## src/rtl/arbitro_escritura_if.sv

```systemverilog
// Bundle of the write-back arbiter's handshake and register-file signals.
// The slave modport is the arbiter side; the master modport is the pipeline/testbench side.
interface arbitro_escritura_if;
    logic        WbValid;
    logic [4:0]  WbReg;
    logic [31:0] WbData;
    logic        LlValid;
    logic        LlReady;
    logic [4:0]  LlReg;
    logic [31:0] LlData;
    logic        IssueValid;
    logic [4:0]  IssueReg;
    logic        RegWrite;
    logic [4:0]  WriteReg;
    logic [31:0] WriteData;
    logic [31:0] Pending;
    logic [4:0]  Count;
    logic        StallReq;

    modport slave (
        input  WbValid, WbReg, WbData,
        input  LlValid, LlReg, LlData,
        input  IssueValid, IssueReg,
        output LlReady,
        output RegWrite, WriteReg, WriteData,
        output Pending, Count, StallReq
    );

    modport master (
        output WbValid, WbReg, WbData,
        output LlValid, LlReg, LlData,
        output IssueValid, IssueReg,
        input  LlReady,
        input  RegWrite, WriteReg, WriteData,
        input  Pending, Count, StallReq
    );
endinterface

```

## src/rtl/arbitro_escritura.sv

```systemverilog
// Single register-file write port shared by the WB stage (always wins) and a FIFO of
// long-latency results, with a pending-register scoreboard and a starvation stall request.
module arbitro_escritura #(
    parameter int DEPTH  = 4,
    parameter int STARVE = 3
) (
    input  logic                clk,
    input  logic                reset,
    arbitro_escritura_if.slave  bus
);
    localparam int PTR_W    = $clog2(DEPTH);
    localparam int STARVE_W = (STARVE < 1) ? 1 : $clog2(STARVE + 1);
    localparam logic [4:0]          DEPTH_C  = 5'(DEPTH);
    localparam logic [STARVE_W-1:0] STARVE_C = STARVE_W'(STARVE);

    typedef enum logic [1:0] {
        SRC_IDLE,
        SRC_WB,
        SRC_FIFO
    } src_t;

    logic [36:0]         mem [DEPTH];
    logic [PTR_W-1:0]    wrPtr;
    logic [PTR_W-1:0]    rdPtr;
    logic [4:0]          countQ;
    logic [4:0]          countNext;
    logic [STARVE_W-1:0] starveQ;
    logic [STARVE_W-1:0] starveNext;
    logic [31:0]         pendingQ;
    logic [31:0]         pendingNext;
    logic                regWriteQ;
    logic [4:0]          writeRegQ;
    logic [31:0]         writeDataQ;
    logic                stallQ;
    logic                stallNext;

    logic                llReady;
    logic                push;
    logic                pop;
    logic                fifoEmpty;
    src_t                src;
    logic [36:0]         head;
    logic [4:0]          headReg;
    logic [4:0]          selReg;
    logic [31:0]         selData;
    logic [31:0]         setMask;
    logic [31:0]         clrMask;

    assign fifoEmpty = (countQ == 5'd0);
    assign llReady   = !reset && (countQ < DEPTH_C);
    assign push      = bus.LlValid && llReady;
    assign head      = mem[rdPtr];
    assign headReg   = head[36:32];
    assign pop       = (src == SRC_FIFO);

    // NOTE: every always_comb output gets a default first so no path can infer a latch.
    always_comb begin
        src     = SRC_IDLE;
        selReg  = 5'd0;
        selData = 32'd0;
        if (bus.WbValid) begin
            src     = SRC_WB;
            selReg  = bus.WbReg;
            selData = bus.WbData;
        end else if (!fifoEmpty) begin
            src     = SRC_FIFO;
            selReg  = headReg;
            selData = head[31:0];
        end
    end

    always_comb begin
        countNext = countQ;
        case ({push, pop})
            2'b10:   countNext = countQ + 5'd1;
            2'b01:   countNext = countQ - 5'd1;
            default: countNext = countQ;
        endcase
    end

    // A head entry only counts as pre-empted while it sits behind a WB write.
    always_comb begin
        starveNext = starveQ;
        if (pop || fifoEmpty) begin
            starveNext = '0;
        end else if (bus.WbValid && (starveQ != STARVE_C)) begin
            starveNext = starveQ + STARVE_W'(1);
        end
    end

    // Set is applied after clear so a re-issue on the retiring edge keeps the bit.
    always_comb begin
        setMask = 32'd0;
        clrMask = 32'd0;
        if (bus.IssueValid && (bus.IssueReg != 5'd0)) begin
            setMask = 32'd1 << bus.IssueReg;
        end
        if (pop && (headReg != 5'd0)) begin
            clrMask = 32'd1 << headReg;
        end
        pendingNext    = (pendingQ & ~clrMask) | setMask;
        pendingNext[0] = 1'b0;
    end

    assign stallNext = (countNext == DEPTH_C) || (starveNext == STARVE_C);

    // NOTE: the entry storage has no reset; emptiness is tracked by countQ alone.
    always_ff @(posedge clk) begin
        if (push) begin
            mem[wrPtr] <= {bus.LlReg, bus.LlData};
        end
    end

    // NOTE: all sequential state is updated with non-blocking assignments.
    always_ff @(posedge clk or posedge reset) begin
        if (reset) begin
            wrPtr      <= '0;
            rdPtr      <= '0;
            countQ     <= 5'd0;
            starveQ    <= '0;
            pendingQ   <= 32'd0;
            regWriteQ  <= 1'b0;
            writeRegQ  <= 5'd0;
            writeDataQ <= 32'd0;
            stallQ     <= 1'b0;
        end else begin
            if (push) begin
                wrPtr <= wrPtr + PTR_W'(1);
            end
            if (pop) begin
                rdPtr <= rdPtr + PTR_W'(1);
            end
            countQ   <= countNext;
            starveQ  <= starveNext;
            pendingQ <= pendingNext;
            stallQ   <= stallNext;
            // Writes to register 0 are suppressed entirely, address and data included.
            if ((src != SRC_IDLE) && (selReg != 5'd0)) begin
                regWriteQ  <= 1'b1;
                writeRegQ  <= selReg;
                writeDataQ <= selData;
            end else begin
                regWriteQ  <= 1'b0;
                writeRegQ  <= 5'd0;
                writeDataQ <= 32'd0;
            end
        end
    end

    assign bus.LlReady   = llReady;
    assign bus.RegWrite  = regWriteQ;
    assign bus.WriteReg  = writeRegQ;
    assign bus.WriteData = writeDataQ;
    assign bus.Pending   = pendingQ;
    assign bus.Count     = countQ;
    assign bus.StallReq  = stallQ;
endmodule

```

## src/flat_wrapper.sv

```systemverilog
// flat-port wrapper written by rule: the top's interface ports become plain ports
module arbitro_escritura_flat 
#(
    parameter int DEPTH  = 4,
    parameter int STARVE = 3
)
  (clk, reset, bus_WbValid, bus_WbReg, bus_WbData, bus_LlValid, bus_LlReg, bus_LlData, bus_IssueValid, bus_IssueReg, bus_LlReady, bus_RegWrite, bus_WriteReg, bus_WriteData, bus_Pending, bus_Count, bus_StallReq);
  arbitro_escritura_if bus_i ();
  input  logic clk;
  input  logic reset;
  input wire logic [$bits(bus_i.WbValid)-1:0] bus_WbValid;
  input wire logic [$bits(bus_i.WbReg)-1:0] bus_WbReg;
  input wire logic [$bits(bus_i.WbData)-1:0] bus_WbData;
  input wire logic [$bits(bus_i.LlValid)-1:0] bus_LlValid;
  input wire logic [$bits(bus_i.LlReg)-1:0] bus_LlReg;
  input wire logic [$bits(bus_i.LlData)-1:0] bus_LlData;
  input wire logic [$bits(bus_i.IssueValid)-1:0] bus_IssueValid;
  input wire logic [$bits(bus_i.IssueReg)-1:0] bus_IssueReg;
  output wire logic [$bits(bus_i.LlReady)-1:0] bus_LlReady;
  output wire logic [$bits(bus_i.RegWrite)-1:0] bus_RegWrite;
  output wire logic [$bits(bus_i.WriteReg)-1:0] bus_WriteReg;
  output wire logic [$bits(bus_i.WriteData)-1:0] bus_WriteData;
  output wire logic [$bits(bus_i.Pending)-1:0] bus_Pending;
  output wire logic [$bits(bus_i.Count)-1:0] bus_Count;
  output wire logic [$bits(bus_i.StallReq)-1:0] bus_StallReq;
  assign bus_i.WbValid = bus_WbValid;
  assign bus_i.WbReg = bus_WbReg;
  assign bus_i.WbData = bus_WbData;
  assign bus_i.LlValid = bus_LlValid;
  assign bus_i.LlReg = bus_LlReg;
  assign bus_i.LlData = bus_LlData;
  assign bus_i.IssueValid = bus_IssueValid;
  assign bus_i.IssueReg = bus_IssueReg;
  assign bus_LlReady = bus_i.LlReady;
  assign bus_RegWrite = bus_i.RegWrite;
  assign bus_WriteReg = bus_i.WriteReg;
  assign bus_WriteData = bus_i.WriteData;
  assign bus_Pending = bus_i.Pending;
  assign bus_Count = bus_i.Count;
  assign bus_StallReq = bus_i.StallReq;
  arbitro_escritura #(.DEPTH(DEPTH), .STARVE(STARVE)) u_core (.clk(clk), .reset(reset), .bus(bus_i));
endmodule
```

## config.mk

```make
export PLATFORM = sky130hd
export DESIGN_NAME = arbitro_escritura_flat
export DESIGN_NICKNAME = d
export VERILOG_FILES = /design/src/rtl/arbitro_escritura_if.sv /design/src/rtl/arbitro_escritura.sv /design/src/flat_wrapper.sv
export SDC_FILE = /design/constraint.sdc
export NUM_CORES = 1
export LEC_CHECK = 0
export BUFFER_PORTS_ARGS = -buffer_cell sky130_fd_sc_hd__buf_2
export CAP_MARGIN = 40
export CELL_PAD_IN_SITES_DETAIL_PLACEMENT = 0
export CELL_PAD_IN_SITES_GLOBAL_PLACEMENT = 2
export CORE_MARGIN = 1.5
export CORE_UTILIZATION = 36
export DETAILED_ROUTE_END_ITERATION = 10
export PLACE_DENSITY = 0.85
export SETUP_SLACK_MARGIN = 0.1
export SYNTH_ARGS = -nofsm -noshare
export SYNTH_HDL_FRONTEND = slang
export SYNTH_SLANG_ARGS = --single-unit
```

## constraint.sdc

```tcl
create_clock -name clk -period 3.6 [get_ports clk]
set_input_delay 0 -clock clk [delete_from_list [all_inputs] [get_ports clk]]
set_output_delay 0 -clock clk [all_outputs]
set_load 0.01 [all_outputs]
```

==> qor.yml <==
run_status:
  run_status: "completed"
clock_network:
  cts_inserted_buffers: 25
  cts_tree: "built"
  cts_num_sinks: 229
  clk_pin_slew_ns: 0.06
  post_cts_buffers: 0
  clock-root-buffer: "clkbuf_16"
  insertion_delay_ns: 0.53
  clockBufferDepth: 3
  cts_max_level: 1
routing:
  via_per_inst: 5.006
  dr.pass1.iters: 5
  highest_layer: "met5"
  dr_wl_met2_um: 10950
  drt_iter0_drc: 305
  dr_wl_met3_um: 1322
  drc: 0
  drtAntennaViolNets: 0
  via_count: 5762
  drt-met1-wl_um: 8818
  drt-total-wl_um: 21540
  routedWlPerCell_um: 18.72
timing:
  hold_violations: 0
  fin_crit_ns: 3.249
  rsz0062_at_grt: "no"
  setup_viol: 0
  tns_ns: 0
  worst_slew_pin_slew_ns: 0.5472
  fmax_ghz: 0.3078
  finalCritPeriodShare_pct: 90.25
  relSlewSlack_pct: 63.52
  final-max-slew-violation-count: 0
  clock_skew_ns: 0.02384
worst_hold_path:
  worst_hold_path_type: "primary input to async pin"
final_layout:
  antennaDiodeCount: 0
  area.growth.synth_to_final_pct: 33.16
  mostFrequentLayoutCell: "buf_2"
  final_cell_mix: "buf_2, edfxtp_1, dlygate4sd3_1, dfrtp_1, nor2_1"
  layout-drive-gt1-share_pct: 32.53
  fin_area_mm2: 0.01202
  fin_nets: 901
  fin_util_pct: 49.13
  fillCellCount: 2077
die:
  core_mm2: 0.02446
  initial_core_util_pct: 36.89
  rows: 57
  die_y_um: 161.3
  design.portCount: 161
  die_area_mm2: 0.02603
  die_w_um: 161.3
synthesis:
  synth_top_cell_by_area: "edfxtp_1"
  synth-seq-area-share_pct: 71.70
  synth_top_area_share_pct: 49.24
  synth_cell_types: 50
  synth_ff_type: "edfxtp_1"
  synthArstFlopShare_pct: 35.37
  synth-edff-count: 148
  synth_cells: 548
  ys_seq_elements: 229
  syn_area_mm2: 0.009025
  syn-mean-instance-area_um2: 16.47
  syn-num-nets: 641
  ys_warn_count: 0
  ys_top_cells_by_area: "edfxtp_1, dfrtp_1, mux4_2"
setup_path:
  crit_required_ns: 3.99
  cp-start-kind: "register"
  crit_chain: "nor4_1 > buf_4 > nand2_1 > ha_2 > xor2_1 > ha_1 > a21boi_1 > o32ai_1 > nor4b_1 > xnor2_1 > o41ai_1"
  path_max_fanout: 13
  max_stage_delay_ns: 0.50
  end_kind: "register"
  crit_type: "register to register"
  arrival_ns: 3.64
  crit_slowest_cell: "dfrtp_1"
run:
  max_cap_viol_count: 0
placement:
  routabilityCongestion: 0.8372
  io_buffers: 159
  post_dp_cell_area_mm2: 0.01028
  post-dp-hpwl_um: 14320
grt:
  grt_pass1_vias: 6248
  grt_pass1_wl_um: 33870
  track_usage_pct: 16.83
  overflow: 0
  antenna_found_initial: 1
  grt_max_degree: 44
power:
  total_power_uw: 8589
  power.leakage_uw: 0.004685
  p_per_area_mw_per_mm2: 714.7
  vdd_drop_max_mv: 0.4224
-- flip-flops by register name (all words and copies together), names as in the netlist, 2 cells and up --
| register | flops |
|---|---|
| u_core.rdPtr | 2 |
| u_core.starveQ | 2 |
| u_core.mem | 148 |
| u_core.bus.WriteReg | 5 |
| u_core.bus.Count | 5 |
| u_core.wrPtr | 2 |
| u_core.bus.Pending | 31 |
| u_core.bus.WriteData | 32 |
-- what timing repair did --
item	4_1_cts	5_1_grt
hold endpoints to repair	271	0
resized for setup	0	2
hold buffers	87	0
setup endpoints to repair	0	1
-- cell type report --
cell class,instances,area [um2],area share [%]
Sequential cell,229,6474,53.87
Multi-Input combinational cell,285,2404,20.00
Timing Repair Buffer,261,1852,15.41
Clock buffer,33,695.7,5.789
Tap cell,324,405.4,3.373
Clock inverter,13,163.9,1.364
Inverter,6,23.77,0.1978
-- cell usage after synthesis, types with 6 or more instances --
| library cell | count |
|---|---|
| edfxtp_1 | 148 |
| dfrtp_1 | 81 |
| nor2_1 | 44 |
| mux4_2 | 35 |
| o21ai_0 | 35 |
| a22oi_1 | 32 |
| nand2_1 | 32 |
| clkbuf_1 | 16 |
| a22o_1 | 12 |
| ha_1 | 9 |
| nand2b_1 | 8 |
| and3_1 | 6 |
| inv_1 | 6 |
| o2bb2ai_1 | 6 |
-- routing by layer --
metal / global-route usage [%] / up-vias
met5: 0 / -
li1: - / 2636
met2: 29.93 / 209
met1: 20.95 / 2884
met3: 3.364 / 31
met4: 4.335 / 2
-- kinds of logic (layout without fill, tap and decap cells) --
| group | after synthesis | count (layout) | share of synthesized area (%) |
|---|---|---|---|
| flip-flops | 229 | 229 | 71.70 |
| buffers and inverters | 34 | 313 | 1.871 |
| multiplexers | 40 | 40 | 9.677 |
| adder cells (fa/ha/maj) | 9 | 9 | 1.248 |
| XOR/XNOR | 10 | 10 | 0.9704 |
| AO/OA/AOI/OAI | 96 | 96 | 7.417 |
| other | 1 | 1 | 0.04155 |
| AND/OR/NAND/NOR | 129 | 129 | 7.071 |
-- per-stage QoR --
stage / cells / setup WS (ns) / hold slack [ns]
after floorplan: 548 / 0.1163 / 0.07342
after global placement: 1012 / 0.4478 / 0.2108
after detailed placement: 1018 / 0.2682 / 0.04330
after CTS: 1151 / 0.2144 / 0.02851
after global routing: 1151 / 0.1791 / 0.05417
final: 1151 / 0.3512 / 0.04495
-- power breakdown --
| part | internal [uW] | switching, uW |
|---|---|---|
| Sequential | 3250 | 303 |
| Combinational | 1150 | 1270 |
| Clock | 1580 | 1030 |
| Total | 5980 | 2600 |
-- critical path, delay by kind of cell, from the launching register on --
kind | cells | cell delay, ns
flops | 1 | 0.50
fa+ha+maj | 2 | 0.55
xor+xnor | 2 | 0.32
compound gates | 3 | 0.76
simple gates | 3 | 0.81
buf+inv | 1 | 0.18
-- worst paths after layout --
check	start	to	slack [ns]	depth (start not counted)
worst max-delay path	u_core.bus.Count[2]	u_core.bus.StallReq	0.35	11
worst min-delay path	reset	u_core.bus.Count[3]	0.04	3
worst max register to register	u_core.bus.Count[2]	u_core.bus.StallReq	0.35	11
worst min register to register	u_core.bus.Pending[5]	u_core.bus.Pending[5]	0.48	1
max in group asynchronous	reset	u_core.bus.WriteReg[2]	2.57	5
min in group clk	bus_WbValid	u_core.starveQ[1]	0.16	4
Note: power is estimated with default switching activity, not from simulation.
